===== src/rtl/output_buffer.sv =====
// output_buffer: collects one result matrix from the QR core, holds it, then streams it out in FIFO order.
module output_buffer #(
    parameter int DATA_WIDTH   = 16,
    parameter int ADDR_WIDTH   = 4,
    parameter int MATRIX_WORDS = 9,
    parameter int VEC_LEN      = 3
) (
    input  logic                  clk,
    input  logic                  reset,
    input  logic [DATA_WIDTH-1:0] R_i,
    input  logic                  wr_valid,
    output logic                  wr_ready,
    output logic                  done_vector,
    output logic                  done_store,
    input  logic                  start_unload,
    output logic [DATA_WIDTH-1:0] R_o,
    output logic                  out_valid,
    input  logic                  out_ready,
    output logic                  done_unload,
    output logic [ADDR_WIDTH-1:0] occupancy
);
    localparam logic [ADDR_WIDTH-1:0] M_WORDS = ADDR_WIDTH'(MATRIX_WORDS);
    localparam logic [ADDR_WIDTH-1:0] M_LAST  = ADDR_WIDTH'(MATRIX_WORDS - 1);
    localparam logic [ADDR_WIDTH-1:0] V_LAST  = ADDR_WIDTH'(VEC_LEN - 1);
    localparam logic [ADDR_WIDTH-1:0] ONE     = ADDR_WIDTH'(1);

    typedef enum logic [1:0] {COLLECT, HOLD, UNLOAD, DONE} state_t;
    state_t state, state_next;

    logic [DATA_WIDTH-1:0] mem [2**ADDR_WIDTH];
    logic [ADDR_WIDTH-1:0] wr_ptr, rd_ptr, wr_cnt, rd_cnt, vec_cnt;
    logic accept, transfer, load;

    assign accept    = wr_valid && wr_ready;
    assign transfer  = out_valid && out_ready;
    // rd_ptr addresses the next word to load into the output register
    assign load      = state == UNLOAD && rd_ptr != M_WORDS && (!out_valid || out_ready);
    assign occupancy = wr_cnt - rd_cnt;

    always_comb begin
        state_next = state;
        case (state)
            COLLECT: state_next = (accept && wr_cnt == M_LAST) ? HOLD : COLLECT;
            HOLD:    state_next = start_unload ? UNLOAD : HOLD;
            UNLOAD:  state_next = (transfer && rd_cnt == M_LAST) ? DONE : UNLOAD;
            default: state_next = COLLECT;
        endcase
    end

    always_ff @(posedge clk or posedge reset) begin
        if (reset)
            state <= COLLECT;
        else
            state <= state_next;
    end

    always_ff @(posedge clk) begin
        if (accept)
            mem[wr_ptr] <= R_i;
    end

    always_ff @(posedge clk or posedge reset) begin
        if (reset) begin
            wr_ready    <= 1'b0;
            done_vector <= 1'b0;
            done_store  <= 1'b0;
            done_unload <= 1'b0;
            out_valid   <= 1'b0;
            R_o         <= '0;
            wr_ptr      <= '0;
            rd_ptr      <= '0;
            wr_cnt      <= '0;
            rd_cnt      <= '0;
            vec_cnt     <= '0;
        end else begin
            wr_ready    <= state_next == COLLECT;
            done_store  <= state_next == HOLD || state_next == UNLOAD;
            done_vector <= accept && vec_cnt == V_LAST;
            done_unload <= transfer && rd_cnt == M_LAST;
            out_valid   <= load || (out_valid && !out_ready);
            if (state == DONE) begin
                wr_ptr  <= '0;
                rd_ptr  <= '0;
                wr_cnt  <= '0;
                rd_cnt  <= '0;
                vec_cnt <= '0;
            end else begin
                if (accept) begin
                    wr_ptr  <= wr_ptr + ONE;
                    wr_cnt  <= wr_cnt + ONE;
                    vec_cnt <= (vec_cnt == V_LAST) ? '0 : vec_cnt + ONE;
                end
                if (load) begin
                    R_o    <= mem[rd_ptr];
                    rd_ptr <= rd_ptr + ONE;
                end
                if (transfer)
                    rd_cnt <= rd_cnt + ONE;
            end
        end
    end
endmodule


===== config.mk =====
export PLATFORM = sky130hd
export DESIGN_NAME = output_buffer
export DESIGN_NICKNAME = d
export VERILOG_FILES = /design/src/rtl/output_buffer.sv
export SDC_FILE = /design/constraint.sdc
export NUM_CORES = 1
export LEC_CHECK = 0
export ABC_AREA = 1
export BUFFER_PORTS_ARGS = -buffer_cell sky130_fd_sc_hd__buf_2
export CORE_MARGIN = 2
export CORE_UTILIZATION = 35
export DETAILED_ROUTE_END_ITERATION = 6
export PLACE_DENSITY = 0.5
export SLEW_MARGIN = 20
export SYNTH_ARGS = -nofsm -noshare
export SYNTH_HDL_FRONTEND = slang
export SYNTH_SLANG_ARGS = --single-unit

===== constraint.sdc =====
create_clock -name clk -period 2.65 [get_ports clk]
set_clock_uncertainty 0.05 [all_clocks]
set_input_delay 0.265 -clock clk [delete_from_list [all_inputs] [get_ports clk]]
set_output_delay 0.265 -clock clk [all_outputs]
set_load 0.02 [all_outputs]

Word-level counts from Yosys, hierarchy flattened
Memories as Yosys holds them, arrays and structs flattened. A register that Yosys moved wholly into a read port is not among the register bits.
Index checks and enable logic that the tools add are counted.

cells by class
  reduce and logical (&&, ||, !) cells = 19
  div/mod/pow operators = 0
  shift operators = 0
  multiply operators = 0
  eq/ne operators = 9
  magnitude comparators = 0
  add/sub/neg operators = 6
  bitwise gates (word level) = 1
  muxes and demuxes = 17

operators with widths
  kind                 count
  $mux 4               11
  $add 4x1->4 const B  5
  $eq 4x4->1 const B   2
  $logic_and 1x1->1    8
  $eq 2x2->1 const B   3
  $pmux 2 s3           1
  $reduce_bool 2->1    3
  $eq 2x1->1 const B   2
  $eq 4x2->1 const B   1
  $logic_not 2->1      2
  $mux 1               4
  $ne 4x4->1 const B   1
  $sub 4x4->4          1
  $logic_or 1x1->1     3
  $logic_not 1->1      2
  $mux 2               1
  $reduce_and 2->1     1
  $not 1->1            1

storage, ports and cells
  bits in latches = 0
  input bits = 21
  memories kept = 1
  logic and storage cells = 64
  register bits = 27
  RAM bits = 256
  output and inout port bits = 25
  bits in read-only memories = 0

memory list
  memory  depth  width  read ports  clocked after Yosys merged registers in  wr ports  RTL line  RTL
  mem     16     16     1           1                                        1         30        logic [DATA_WIDTH-1:0] mem [2**ADDR_WIDTH];

Depth between registers and ports, before layout
Gate-level depths: netlist (run 1).

  depth in word-level cells = 6
  depth in mapped cells = 12
  gate-level depth less buffers = 9

Worst setup path before layout (run 1)
OpenSTA, ideal clock, no wires.

  kind = reg2reg
  start point = register wr_ready
  end point = memory mem[15][0], enable pin
  cell stages (with the launch flop) = 7
  required time = 2.212 ns
  path buffers = 0
  period minus slack after synthesis = 2.132 ns
  library setup time = 0.388 ns
  arrival time = 1.694 ns
  path slack = 0.518 ns
  path through = dfrtp_1 nand2_1 inv_1 nand2_1 nor2_1 inv_1 nor2_1

between the ends
  word-level cells in the longest chain between the ends = 3

RTL lines
  what                          RTL line  RTL
  start, declared               12        output logic wr_ready,
  start signal, assigned        64        wr_ready <= 1'b0;
  start signal, assigned        76        wr_ready <= state_next == COLLECT;
  $logic_and 1x1->1             34        assign accept = wr_valid && wr_ready;
  $mux 1                        58        if (accept)
  $mux 1 (not written as such)  59        mem[wr_ptr] <= R_i;
  end, declared                 30

No other way between the ends.

Worst setup path in the final report (run 1)
  start point = register rd_cnt[1]
  end point = output port occupancy[3]

between the ends
  word-level cells in the longest chain between the ends = 1

RTL lines
  what                    RTL line  RTL
  start, declared         31        logic [ADDR_WIDTH-1:0] wr_ptr, rd_ptr, wr_cnt, rd_cnt, vec_cnt;
  start signal, assigned  98        rd_cnt <= rd_cnt + ONE;
  $sub 4x4->4             38        assign occupancy = wr_cnt - rd_cnt;
  end, declared           20        output logic [ADDR_WIDTH-1:0] occupancy

No other way between the ends.

==> impl_metrics.xml, run 1 <==
<?xml version="1.0" encoding="UTF-8"?>
<metrics>
  <group name="logic_synthesis">
    <metric name="sequential_share_of_the_synthesized_area" unit="%">67.3</metric>
    <metric name="syn_area" unit="um2">13000</metric>
    <metric name="synthesis.instances" unit="">1287</metric>
    <metric name="yosys-top-cells-area" unit="">sky130_fd_sc_hd__edfxtp_1 59%, sky130_fd_sc_hd__nand2_1 12%, sky130_fd_sc_hd__dfrtp_1 8.3%</metric>
    <metric name="synth_async_sr_flop_share" unit="%">14.4</metric>
    <metric name="netlist.area_leader.share" unit="%">59.0</metric>
    <metric name="yosys-top-cells-count" unit="">415 x sky130_fd_sc_hd__nand2_1, 256 x sky130_fd_sc_hd__edfxtp_1, 223 x sky130_fd_sc_hd__inv_1</metric>
    <metric name="yosys_warnings" unit="">0</metric>
    <metric name="yosysTopAreaCell" unit="">sky130_fd_sc_hd__edfxtp_1</metric>
    <metric name="synth.lib_cells_used.distinct" unit="">29</metric>
    <metric name="synth_seq_cells" unit="">299</metric>
    <metric name="syn_area_per_cell" unit="um2">10.1</metric>
    <metric name="post-synth-top-count-cell" unit="">sky130_fd_sc_hd__nand2_1</metric>
    <metric name="synth_enable_flop_cells" unit="">256</metric>
    <metric name="ys.flop_type" unit="">sky130_fd_sc_hd__edfxtp_1</metric>
    <metric name="syn_nets" unit="">1325</metric>
  </group>
  <group name="placement">
    <metric name="placement.io_buffers" unit="">45</metric>
    <metric name="globalplace.congestion" unit="">0.756</metric>
    <metric name="dpl.hpwl" unit="um">19900</metric>
  </group>
  <group name="clock_tree">
    <metric name="post_cts_buffers" unit="">0</metric>
    <metric name="ctsHoldBuffers" unit="">2</metric>
    <metric name="total_number_of_h_tree_levels" unit="">2</metric>
    <metric name="ctsRootBufferMaster" unit="">sky130_fd_sc_hd__clkbuf_16</metric>
    <metric name="cts.clk_slew.worst_paths" unit="ns">0.06</metric>
    <metric name="clock_sinks" unit="">299</metric>
    <metric name="ctsResizeCount" unit="">0</metric>
    <metric name="cts_made_buffers" unit="">35</metric>
    <metric name="cts_tree" unit="">built</metric>
    <metric name="max-clock-path-buffers" unit="">3</metric>
    <metric name="clkLatencyLatePin" unit="ns">0.51</metric>
  </group>
  <group name="route">
    <metric name="detail_route.wirelength" unit="um">33200</metric>
    <metric name="drt_pass1_iterations" unit="">5</metric>
    <metric name="drc_markers" unit="">0</metric>
    <metric name="route.vias.total" unit="">8717</metric>
    <metric name="post_drt_via_cell_ratio" unit="">4.70</metric>
    <metric name="ant_nets" unit="">0</metric>
    <metric name="drt_iter0_markers" unit="">481</metric>
    <metric name="drt-wirelength-per-cell" unit="um">17.9</metric>
  </group>
  <group name="floorplanning">
    <metric name="dieWidth" unit="um">197</metric>
    <metric name="design.portCount" unit="">46</metric>
    <metric name="die_y" unit="um">197</metric>
    <metric name="initial_core_util" unit="%">35.6</metric>
    <metric name="core_area" unit="um2">36600</metric>
    <metric name="rows" unit="">70</metric>
    <metric name="design.die.area" unit="um2">38800</metric>
  </group>
  <group name="power_and_ir_drop">
    <metric name="totalPowerFinal" unit="mW">16.2</metric>
    <metric name="power-per-cell-area" unit="nW/um2">1070</metric>
    <metric name="power.leakage" unit="nW">6.68</metric>
    <metric name="max_ir_drop_vdd" unit="mV">0.836</metric>
  </group>
  <group name="timing">
    <metric name="finalHoldViolations" unit="">0</metric>
    <metric name="setup_tns" unit="ns">0</metric>
    <metric name="maxSlewViolCount" unit="">0</metric>
    <metric name="grt_setup_unrepaired" unit="">no</metric>
    <metric name="period_minus_slack" unit="ns">2.22</metric>
    <metric name="finalSetupViolCount" unit="">0</metric>
    <metric name="maxClockFrequency" unit="MHz">450</metric>
    <metric name="worst_slew_pin_slew" unit="ns">0.666</metric>
    <metric name="period_share" unit="%">83.9</metric>
    <metric name="slew-limit-headroom" unit="%">55.6</metric>
  </group>
  <group name="setup_path">
    <metric name="cp_top_family" unit="">flip-flops</metric>
    <metric name="path_cells" unit="">inv_1 &gt; ha_1 &gt; nand2_1 &gt; o21ai_0 &gt; xor2_1 &gt; buf_2</metric>
    <metric name="crit_buf_inv" unit="">2</metric>
    <metric name="critPathArrivalTime" unit="ns">1.91</metric>
    <metric name="path_class" unit="">register to primary output</metric>
    <metric name="crit_path_end_kind" unit="">primary output</metric>
    <metric name="max_stage_delay" unit="ns">0.45</metric>
    <metric name="setup.worst_path.start_class" unit="">register</metric>
    <metric name="cp_data_required_time" unit="ns">2.34</metric>
    <metric name="cp_max_fo" unit="">5</metric>
    <metric name="slowest_stage" unit="">sky130_fd_sc_hd__dfrtp_1</metric>
  </group>
  <group name="global_route">
    <metric name="grt_overflow" unit="">0</metric>
    <metric name="global_route_wire_length_before_repair" unit="um">51000</metric>
    <metric name="grt_antenna_before_repair" unit="">3</metric>
    <metric name="grt.total_usage" unit="%">17.6</metric>
    <metric name="maximum_number_of_pins_on_one_net_before_global_route_repair" unit="">71</metric>
    <metric name="first_global_vias" unit="">8561</metric>
  </group>
  <group name="cells_and_area">
    <metric name="insertedDiodeCount" unit="">0</metric>
    <metric name="fin_nets" unit="">1397</metric>
    <metric name="layout_stage_area_growth_over_the_synthesis_result" unit="%">15.9</metric>
    <metric name="drive_above_1_share" unit="%">11.6</metric>
  </group>
  <group name="flow_run">
    <metric name="drv.max_cap_violation_count" unit="">0</metric>
  </group>
  <group name="hold_path">
    <metric name="worst_hold_path_type" unit="">primary input to register</metric>
  </group>
  <group name="run_status">
    <metric name="run_status" unit="">completed</metric>
  </group>
</metrics>
-- final timing paths --
kind	start	to	slack (ns)	cells past startpoint
worst max register to register	rd_ptr[0]	rd_ptr[3]	0.71	7
worst max-delay path	rd_cnt[1]	occupancy[3]	0.43	6
max in group asynchronous	reset	R_o[13]	1.62	4
min in group asynchronous	reset	rd_cnt[3]	0.30	3
worst min-delay path	start_unload	state[1]	0.05	3
worst min register to register	R_o[5]	R_o[5]	0.42	2
-- stage by stage --
step	hold slack, ns	area (um2)	utilization (%)	std cells	setup WS, ns
after detailed placement	0.290	14000	38.3	1788	0.667
after global placement	0.284	14000	38.3	1788	0.709
final	0.0485	15100	41.3	1853	0.426
after global routing	0.0405	15100	41.3	1853	0.290
after floorplan	0.311	13000	-	1287	0.518
after CTS	0.00699	15100	41.3	1853	0.383
-- cells by family after synthesis --
logic type	Yosys count	synth area share, %
AND/OR/NAND/NOR	653	21.0
flip-flops	299	67.3
AO/OA/AOI/OAI	32	1.28
adder cells (fa/ha/maj)	17	1.69
buffers and inverters	283	8.61
XOR/XNOR	3	0.202
-- worst register-to-register path: cells and delay by family (launching register included) --
| kind | cells | cell delay (ns) |
|---|---|---|
| buf+inv | 1 | 0.28 |
| flops | 1 | 0.51 |
| fa+ha+maj | 1 | 0.22 |
| simple gates | 5 | 0.77 |
-- state kept, by name, summed over array words and instances, names as in the netlist --
name         count
state            2
vec_cnt          4
wr_cnt           4
out_valid        1
rd_ptr           4
rd_cnt           4
R_o             16
done_vector      1
wr_ready         1
done_unload      1
mem            256
wr_ptr           4
done_store       1
-- metal layers --
metal  global-route usage [%]  wire (um)  part of all wire (%)
met4                     5.71        880                   2.6
met2                     29.1      15700                    47
met1                     23.8      15000                    45
met3                     2.72       1620                   4.9
met5                        0         21                 0.063
-- cell type report --
type,count,area [um2]
timing repair buffer,91,638
inverter,227,855
clock inverter,7,36.3
multi-input combinational,705,3180
tap,468,586
fill,3574,21500
sequential,299,8770
clock buffer,56,1040
-- report_power, final --
group | internal, mW | switching, mW | total (mW) | leakage [nW]
Combinational | 1.71 | 3.93 | 5.64 | 3.32
Sequential | 5.69 | 0.338 | 6.03 | 2.83
Clock | 2.68 | 1.81 | 4.49 | 0.525
-- placed cells by master, fill, tap and decap left out, types with 2 or more instances in the layout --
| master | n |
|---|---|
| sky130_fd_sc_hd__clkinv_1 | 3 |
| sky130_fd_sc_hd__o21ai_0 | 17 |
| sky130_fd_sc_hd__clkinv_2 | 4 |
| sky130_fd_sc_hd__buf_2 | 45 |
| sky130_fd_sc_hd__dlygate4sd3_1 | 2 |
| sky130_fd_sc_hd__nor2_1 | 17 |
| sky130_fd_sc_hd__edfxtp_1 | 256 |
| sky130_fd_sc_hd__nor2_2 | 16 |
| sky130_fd_sc_hd__inv_1 | 221 |
| sky130_fd_sc_hd__clkbuf_16 | 37 |
| sky130_fd_sc_hd__dfrtp_1 | 41 |
| sky130_fd_sc_hd__clkbuf_8 | 4 |
| sky130_fd_sc_hd__nand2_1 | 415 |
| sky130_fd_sc_hd__nand3_1 | 198 |
| sky130_fd_sc_hd__a21oi_1 | 10 |
| sky130_fd_sc_hd__buf_12 | 5 |
| sky130_fd_sc_hd__xnor2_1 | 2 |
| sky130_fd_sc_hd__buf_4 | 39 |
| sky130_fd_sc_hd__ha_1 | 16 |
| sky130_fd_sc_hd__nand4_1 | 2 |
| sky130_fd_sc_hd__clkbuf_1 | 15 |
| sky130_fd_sc_hd__o22ai_1 | 2 |
| sky130_fd_sc_hd__inv_2 | 4 |
(Power assumes the default switching activity.)
==> inputs of run 2 (changes only) <==
--- a/config.mk
+++ b/config.mk
@@ -10,7 +10,7 @@
 export CORE_MARGIN = 2
 export CORE_UTILIZATION = 35
 export DETAILED_ROUTE_END_ITERATION = 6
-export PLACE_DENSITY = 0.5
+export PLACE_DENSITY = 0.52
 export SLEW_MARGIN = 20
 export SYNTH_ARGS = -nofsm -noshare
 export SYNTH_HDL_FRONTEND = slang
==> constraint.sdc (replaced) <==
create_clock -name clk -period 1.8 [get_ports clk]
set_clock_uncertainty 0.05 [all_clocks]
set_input_delay 0.18 -clock clk [delete_from_list [all_inputs] [get_ports clk]]
set_output_delay 0.18 -clock clk [all_outputs]
set_load 0.02 [all_outputs]
==> run 2 against run 1 <==
Net effect: cell area increased by 2.6%; die area unchanged; final cell count increased by 0.54%; the flow now finishes with violations (setup timing); global-route usage increased by 0.32 points; register-to-register slack got worse by 0.59 ns; core utilization increased by 1.1 points; sequential power increased by 48%; non-clock buffer count increased by 12; worst hold slack got worse by 0.029 ns; via count increased by 2.1%; total power increased by 51%.
==> impl_metrics.xml, run 2 (synthesized netlist as in run 1, its figures left out) <==
<?xml version="1.0" encoding="UTF-8"?>
<metrics>
  <group name="setup_path">
    <metric name="max_stage_delay" unit="ns">0.52</metric>
    <metric name="r2r_end" unit="">R_o[15]</metric>
    <metric name="setup.worst_path.start_class" unit="">register</metric>
    <metric name="critPathLaunch" unit="">rd_cnt[0]</metric>
    <metric name="slowest_stage" unit="">sky130_fd_sc_hd__fa_2</metric>
    <metric name="critPathArrivalTime" unit="ns">1.77</metric>
    <metric name="cp_data_required_time" unit="ns">1.57</metric>
    <metric name="crit_buf_inv" unit="">2</metric>
    <metric name="crit_path_end_kind" unit="">primary output</metric>
    <metric name="critical_path.reg2reg.startpoint" unit="">rd_ptr[0]</metric>
    <metric name="timing.reg2reg.worst_path_depth" unit="">8</metric>
    <metric name="path_class" unit="">register to primary output</metric>
    <metric name="worstSetupPathDepth" unit="">4</metric>
    <metric name="path_cells" unit="">ha_4 &gt; fa_2 &gt; inv_2 &gt; buf_6</metric>
    <metric name="r2r_slack" unit="ns">0.12</metric>
    <metric name="cp_max_fo" unit="">2</metric>
    <metric name="timing.critical_path.to" unit="">occupancy[1]</metric>
    <metric name="cp_top_family" unit="">adder cells</metric>
  </group>
  <group name="hold_path">
    <metric name="worst_hold_path_type" unit="">primary input to register</metric>
    <metric name="min-delay-start" unit="">R_i[6]</metric>
  </group>
  <group name="cells_and_area">
    <metric name="seq_area" unit="um2">8770</metric>
    <metric name="registers.top_by_ff_count" unit="">mem</metric>
    <metric name="top_regs" unit="">mem (256), R_o (16)</metric>
    <metric name="layout_common_cells" unit="">415 x sky130_fd_sc_hd__nand2_1, 256 x sky130_fd_sc_hd__edfxtp_1, 218 x sky130_fd_sc_hd__inv_1</metric>
    <metric name="largest_reg_flops" unit="">256</metric>
    <metric name="layout.cells.non_filler" unit="">1863</metric>
    <metric name="multi_input_area" unit="um2">3230</metric>
    <metric name="utilization" unit="%">42.3</metric>
    <metric name="insertedDiodeCount" unit="">0</metric>
    <metric name="fillers" unit="">3499</metric>
    <metric name="drive_above_1_share" unit="%">12.2</metric>
    <metric name="layout.cells.most_common" unit="">sky130_fd_sc_hd__nand2_1</metric>
    <metric name="fin_nets" unit="">1409</metric>
    <metric name="layout_stage_area_growth_over_the_synthesis_result" unit="%">18.9</metric>
  </group>
  <group name="placement">
    <metric name="placement.io_buffers" unit="">45</metric>
    <metric name="dpl.cell_count" unit="">1787</metric>
    <metric name="dpl.hpwl" unit="um">18800</metric>
    <metric name="globalplace.congestion" unit="">0.769</metric>
  </group>
  <group name="timing">
    <metric name="slew-limit-headroom" unit="%">68.4</metric>
    <metric name="period_minus_slack" unit="ns">2.00</metric>
    <metric name="final.hold.worst_slack" unit="ns">0.0194</metric>
    <metric name="worst_slew_pin_slew" unit="ns">0.474</metric>
    <metric name="finalHoldViolations" unit="">0</metric>
    <metric name="finalSetupViolCount" unit="">3</metric>
    <metric name="grt_setup_unrepaired" unit="">yes</metric>
    <metric name="maxClockFrequency" unit="MHz">501</metric>
    <metric name="maxSlewViolCount" unit="">0</metric>
    <metric name="period_share" unit="%">111</metric>
    <metric name="postLayoutSetupSlackWorst" unit="ns">-0.198</metric>
  </group>
  <group name="route">
    <metric name="post_drt_via_cell_ratio" unit="">4.78</metric>
    <metric name="detail_route.wirelength" unit="um">33900</metric>
    <metric name="detailed_route_wire_length_on_metal_1" unit="um">15300</metric>
    <metric name="met3_length" unit="um">1760</metric>
    <metric name="dr_wl_met2" unit="um">15900</metric>
    <metric name="drt_pass1_iterations" unit="">5</metric>
    <metric name="drt-wirelength-per-cell" unit="um">18.2</metric>
    <metric name="ant_nets" unit="">0</metric>
    <metric name="drt_iter0_markers" unit="">565</metric>
    <metric name="route.vias.total" unit="">8897</metric>
    <metric name="drc_markers" unit="">0</metric>
    <metric name="highest_layer" unit="">met5</metric>
  </group>
  <group name="floorplanning">
    <metric name="dieWidth" unit="um">197</metric>
    <metric name="rows" unit="">70</metric>
    <metric name="core_area" unit="um2">36600</metric>
    <metric name="design.die.area" unit="um2">38800</metric>
    <metric name="design.portCount" unit="">46</metric>
    <metric name="die_y" unit="um">197</metric>
    <metric name="initial_core_util" unit="%">35.6</metric>
  </group>
  <group name="power_and_ir_drop">
    <metric name="power.switching" unit="mW">9.16</metric>
    <metric name="power-per-cell-area" unit="nW/um2">1570</metric>
    <metric name="max_ir_drop_vdd" unit="mV">0.829</metric>
    <metric name="p_int" unit="mW">15.2</metric>
    <metric name="switching_share" unit="%">37.5</metric>
    <metric name="pwr-share-seq" unit="%">36.5</metric>
    <metric name="p_comb_share" unit="%">37.5</metric>
    <metric name="power_frac_clock" unit="%">26.0</metric>
    <metric name="power.leakage" unit="nW">6.78</metric>
  </group>
  <group name="global_route">
    <metric name="grt_antenna_before_repair" unit="">3</metric>
    <metric name="maximum_number_of_pins_on_one_net_before_global_route_repair" unit="">75</metric>
    <metric name="first_global_vias" unit="">8633</metric>
    <metric name="grt_overflow" unit="">0</metric>
    <metric name="global_route_wire_length_before_repair" unit="um">51700</metric>
    <metric name="grt.total_usage" unit="%">17.9</metric>
  </group>
  <group name="clock_tree">
    <metric name="max-clock-path-buffers" unit="">3</metric>
    <metric name="total_number_of_h_tree_levels" unit="">2</metric>
    <metric name="cts_tree" unit="">built</metric>
    <metric name="clock_sinks" unit="">299</metric>
    <metric name="ctsRootBufferMaster" unit="">sky130_fd_sc_hd__clkbuf_16</metric>
    <metric name="cts.clk_slew.worst_paths" unit="ns">0.06</metric>
    <metric name="clkLatencyLatePin" unit="ns">0.50</metric>
    <metric name="cts_made_buffers" unit="">35</metric>
  </group>
  <group name="run_status">
    <metric name="failed_checks" unit="">setup timing</metric>
    <metric name="run_status" unit="">complete, but fails checks</metric>
  </group>
  <group name="flow_run">
    <metric name="drv.max_cap_violation_count" unit="">0</metric>
  </group>
</metrics>
==> run 2: worst min-delay path by stage <==
stage	endpoint	slack (ns)	cells after the start
floorplan	out_valid	0.23	1
global placement	done_unload	0.18	2
detailed placement	done_unload	0.18	2
CTS	mem[9][6]	0.005	1
global route	mem[9][6]	0.02	1
finish	mem[9][6]	0.02	1
==> run 2: routing by layer <==
layer / vias to the layer above / track usage [%]
met5: - / 0
met4: 4 / 5.63
met3: 66 / 2.75
met2: 183 / 29.4
met1: 4341 / 24.5
li1: 4303 / -
==> run 2: layout make-up <==
type | instances | share of cell area [%]
tap | 468 | 3.78
sequential | 299 | 56.6
clock inverter | 15 | 0.581
clock buffer | 46 | 5.92
inverter | 227 | 5.53
multi-input combinational | 705 | 20.9
timing repair buffer | 103 | 6.71
==> run 2: power by group through the flow <==
stage	clock network (mW)	registers, mW	logic, mW
floorplan	0	9.11	5.33
global placement	0	9.04	8.67
detailed placement	0	9.04	8.75
CTS	6.50	8.90	9.05
global route	6.77	8.99	10.2
finish	6.35	8.90	9.15
==> run 2: what timing repair did <==
item | 4_1_cts | 5_1_grt
pin swaps | 2 | 2
setup buffers | 5 | 2
hold buffers | 7 | 0
resized for setup | 12 | 7
endpoints found under the hold margin | 74 | 0
setup endpoints to repair | 3 | 6
gates cloned | 0 | 1
==> run 2: per-stage QoR <==
step                setup TNS [ns]  total power, mW  setup WS, ns  area [um2]
floorplan                   -44.23             14.4        -0.198       13000
global placement                 0             17.7        0.0967       14300
detailed placement               0             17.8        0.0962       14300
CTS                         -0.607             24.5        -0.229       15400
global route                -0.706             26.0        -0.240       15500
finish                      -0.509             24.4        -0.198       15500
==> inputs of run 3 (changes only) <==
--- a/config.mk
+++ b/config.mk
@@ -8,10 +8,11 @@
 export ABC_AREA = 1
 export BUFFER_PORTS_ARGS = -buffer_cell sky130_fd_sc_hd__buf_2
 export CORE_MARGIN = 2
-export CORE_UTILIZATION = 35
+export CORE_UTILIZATION = 56
 export DETAILED_ROUTE_END_ITERATION = 6
-export PLACE_DENSITY = 0.52
+export PLACE_DENSITY = 0.76
 export SLEW_MARGIN = 20
 export SYNTH_ARGS = -nofsm -noshare
 export SYNTH_HDL_FRONTEND = slang
 export SYNTH_SLANG_ARGS = --single-unit
+export TNS_END_PERCENT = 20
==> constraint.sdc (replaced) <==
create_clock -name clk -period 1.8 [get_ports clk]
set_clock_uncertainty 0.05 [all_clocks]
set_input_delay 0.18 -clock clk [delete_from_list [all_inputs] [get_ports clk]]
set_output_delay 0.18 -clock clk [all_outputs]
set_load 0.1 [all_outputs]
==> run 3 against run 2 <==
Net effect: the flow still finishes with violations (setup timing); sequential share of layout area up 0.10 points; total power is 11% higher; sequential power barely moved; worst hold slack gained 0.17 ns.
==> impl_metrics.xml, run 3 (synthesized netlist as in run 1, its figures left out) <==
<?xml version="1.0" encoding="UTF-8"?>
<metrics>
  <group name="setup_path">
    <metric name="setup.worst_path.start_class" unit="">register</metric>
    <metric name="r2r_end" unit="">R_o[4]</metric>
    <metric name="critPathArrivalTime" unit="ns">1.92</metric>
    <metric name="timing.reg2reg.worst_path_depth" unit="">9</metric>
    <metric name="r2r_slack" unit="ns">0.03</metric>
    <metric name="cp_max_fo" unit="">3</metric>
    <metric name="critical_path.reg2reg.startpoint" unit="">rd_ptr[0]</metric>
    <metric name="crit_path_end_kind" unit="">primary output</metric>
    <metric name="path_class" unit="">register to primary output</metric>
    <metric name="cp_data_required_time" unit="ns">1.57</metric>
  </group>
  <group name="run_status">
    <metric name="run_status" unit="">complete, but fails checks</metric>
    <metric name="failed_checks" unit="">setup timing</metric>
  </group>
  <group name="timing">
    <metric name="maxSlewViolCount" unit="">0</metric>
    <metric name="finalSetupViolCount" unit="">3</metric>
    <metric name="period_minus_slack" unit="ns">2.15</metric>
    <metric name="postLayoutSetupSlackWorst" unit="ns">-0.348</metric>
    <metric name="finalHoldViolations" unit="">0</metric>
    <metric name="period_share" unit="%">119</metric>
    <metric name="maxClockFrequency" unit="MHz">466</metric>
    <metric name="grt_setup_unrepaired" unit="">yes</metric>
    <metric name="worst_slew_pin_slew" unit="ns">0.493</metric>
    <metric name="slew-limit-headroom" unit="%">67.3</metric>
  </group>
  <group name="clock_tree">
    <metric name="ctsRootBufferMaster" unit="">sky130_fd_sc_hd__clkbuf_16</metric>
    <metric name="clock_sinks" unit="">299</metric>
    <metric name="cts_made_buffers" unit="">31</metric>
    <metric name="clkLatencyLatePin" unit="ns">0.56</metric>
    <metric name="total_number_of_h_tree_levels" unit="">1</metric>
    <metric name="max-clock-path-buffers" unit="">3</metric>
    <metric name="cts.clk_slew.worst_paths" unit="ns">0.06</metric>
    <metric name="cts_tree" unit="">built</metric>
  </group>
  <group name="floorplanning">
    <metric name="design.die.area" unit="um2">24500</metric>
    <metric name="design.portCount" unit="">46</metric>
    <metric name="dieWidth" unit="um">157</metric>
    <metric name="core_area" unit="um2">22700</metric>
    <metric name="rows" unit="">55</metric>
    <metric name="die_y" unit="um">157</metric>
    <metric name="initial_core_util" unit="%">57.4</metric>
  </group>
  <group name="cells_and_area">
    <metric name="fin_nets" unit="">1416</metric>
    <metric name="largest_reg_flops" unit="">256</metric>
    <metric name="fillers" unit="">1594</metric>
    <metric name="top_regs" unit="">mem (256), R_o (16)</metric>
    <metric name="layout.cells.most_common" unit="">sky130_fd_sc_hd__nand2_1</metric>
    <metric name="layout_common_cells" unit="">412 x sky130_fd_sc_hd__nand2_1, 256 x sky130_fd_sc_hd__edfxtp_1, 214 x sky130_fd_sc_hd__inv_1</metric>
    <metric name="registers.top_by_ff_count" unit="">mem</metric>
    <metric name="layout_stage_area_growth_over_the_synthesis_result" unit="%">18.8</metric>
    <metric name="drive_above_1_share" unit="%">13.4</metric>
  </group>
  <group name="global_route">
    <metric name="first_global_vias" unit="">9055</metric>
    <metric name="maximum_number_of_pins_on_one_net_before_global_route_repair" unit="">89</metric>
    <metric name="grt_overflow" unit="">0</metric>
    <metric name="global_route_wire_length_before_repair" unit="um">49000</metric>
    <metric name="grt_antenna_before_repair" unit="">3</metric>
    <metric name="grt.total_usage" unit="%">26.4</metric>
  </group>
  <group name="power_and_ir_drop">
    <metric name="power-per-cell-area" unit="nW/um2">1740</metric>
    <metric name="power.leakage" unit="nW">6.82</metric>
    <metric name="max_ir_drop_vdd" unit="mV">1.12</metric>
    <metric name="p_comb_share" unit="%">44.8</metric>
    <metric name="power.switching" unit="mW">11.5</metric>
    <metric name="pwr-share-seq" unit="%">33.0</metric>
    <metric name="p_int" unit="mW">15.4</metric>
    <metric name="totalPowerFinal" unit="mW">27.0</metric>
    <metric name="switching_share" unit="%">42.7</metric>
    <metric name="power_frac_clock" unit="%">22.2</metric>
  </group>
  <group name="route">
    <metric name="ant_nets" unit="">0</metric>
    <metric name="post_drt_via_cell_ratio" unit="">5.48</metric>
    <metric name="drc_markers" unit="">0</metric>
    <metric name="route.vias.total" unit="">9248</metric>
    <metric name="detail_route.wirelength" unit="um">31400</metric>
    <metric name="drt_iter0_markers" unit="">1025</metric>
    <metric name="drt_pass1_iterations" unit="">5</metric>
    <metric name="drt-wirelength-per-cell" unit="um">18.6</metric>
  </group>
  <group name="placement">
    <metric name="globalplace.congestion" unit="">0.799</metric>
    <metric name="dpl.hpwl" unit="um">17500</metric>
    <metric name="placement.io_buffers" unit="">45</metric>
    <metric name="dpl_worst_slack" unit="ns">0.0396</metric>
  </group>
  <group name="hold_path">
    <metric name="worst_hold_path_type" unit="">primary input to asynchronous set/reset pin</metric>
  </group>
  <group name="flow_run">
    <metric name="drv.max_cap_violation_count" unit="">0</metric>
  </group>
</metrics>
-- run 3: repair_timing --
item | in CTS | in global routing
gates cloned | 0 | 0
pin swaps | 4 | 6
buffers inserted | 6 | 4
setup endpoints to repair | 4 | 18
hold endpoints to repair | 306 | 0
gates resized for setup | 17 | 10
hold buffers | 20 | 0
-- run 3: per-stage QoR --
step	TNS, ns	hold slack, ns	area (um2)	cells	utilization, %
2_1_floorplan	-0.427	0.223	13200	1287	-
3_3_place_gp	0	0.177	14100	1600	62.3
4_1_cts	-1.04	0.154	15400	1683	67.9
5_1_grt	-1.31	0.208	15500	1687	68.1
3_5_place_dp	0	0.188	14100	1600	62.3
6_report	-0.982	0.186	15500	1688	68.1
-- run 3: final cells by class --
type | instances | area, um2 | area share [%]
Antenna cell | 1 | 2.50 | 0.0162
Clock buffer | 45 | 868 | 5.61
Clock inverter | 12 | 81.3 | 0.526
Inverter | 227 | 853 | 5.51
Multi-Input combinational cell | 705 | 3390 | 21.9
Sequential cell | 299 | 8780 | 56.7
Tap cell | 285 | 357 | 2.30
Timing Repair Buffer | 114 | 1140 | 7.39
-- run 3: critical path: stages (launching register included) --
cell and delay, ns:
sky130_fd_sc_hd__dfrtp_2 0.43, sky130_fd_sc_hd__ha_4 0.31, sky130_fd_sc_hd__nand2_4 0.06, sky130_fd_sc_hd__o21ai_4 0.20, sky130_fd_sc_hd__xor2_4 0.18, sky130_fd_sc_hd__buf_12 0.19
-- run 3: how the worst max path moves through the flow --
| stage | from | end | slack [ns] |
|---|---|---|---|
| after floorplan | rd_cnt[2] | occupancy[3] | -0.23 |
| after global placement | rd_ptr[0] | R_o[2] | 0.06 |
| after detailed placement | rd_cnt[2] | occupancy[3] | 0.04 |
| after CTS | rd_cnt[0] | occupancy[2] | -0.36 |
| after global routing | wr_cnt[1] | occupancy[3] | -0.40 |
| final | wr_cnt[2] | occupancy[3] | -0.35 |
-- run 3: power groups by stage --
stage / clock network [mW] / registers, mW / logic, mW
after global routing: 6.35 / 8.97 / 13.0
after detailed placement: 0 / 9.00 / 11.4
final: 6.00 / 8.90 / 12.1
after floorplan: 0 / 10.4 / 6.57
after global placement: 0 / 8.99 / 11.1
after CTS: 6.05 / 8.87 / 11.8
-- run 3: layer usage --
| metal | part of all wire (%) | vias to the layer above | track usage, % |
|---|---|---|---|
| li1 | - | 4323 | - |
| met1 | 40 | 4341 | 35.8 |
| met2 | 47 | 475 | 42.4 |
| met3 | 8.7 | 105 | 4.87 |
| met4 | 3.8 | 4 | 11.4 |
| met5 | 0.086 | - | 0 |
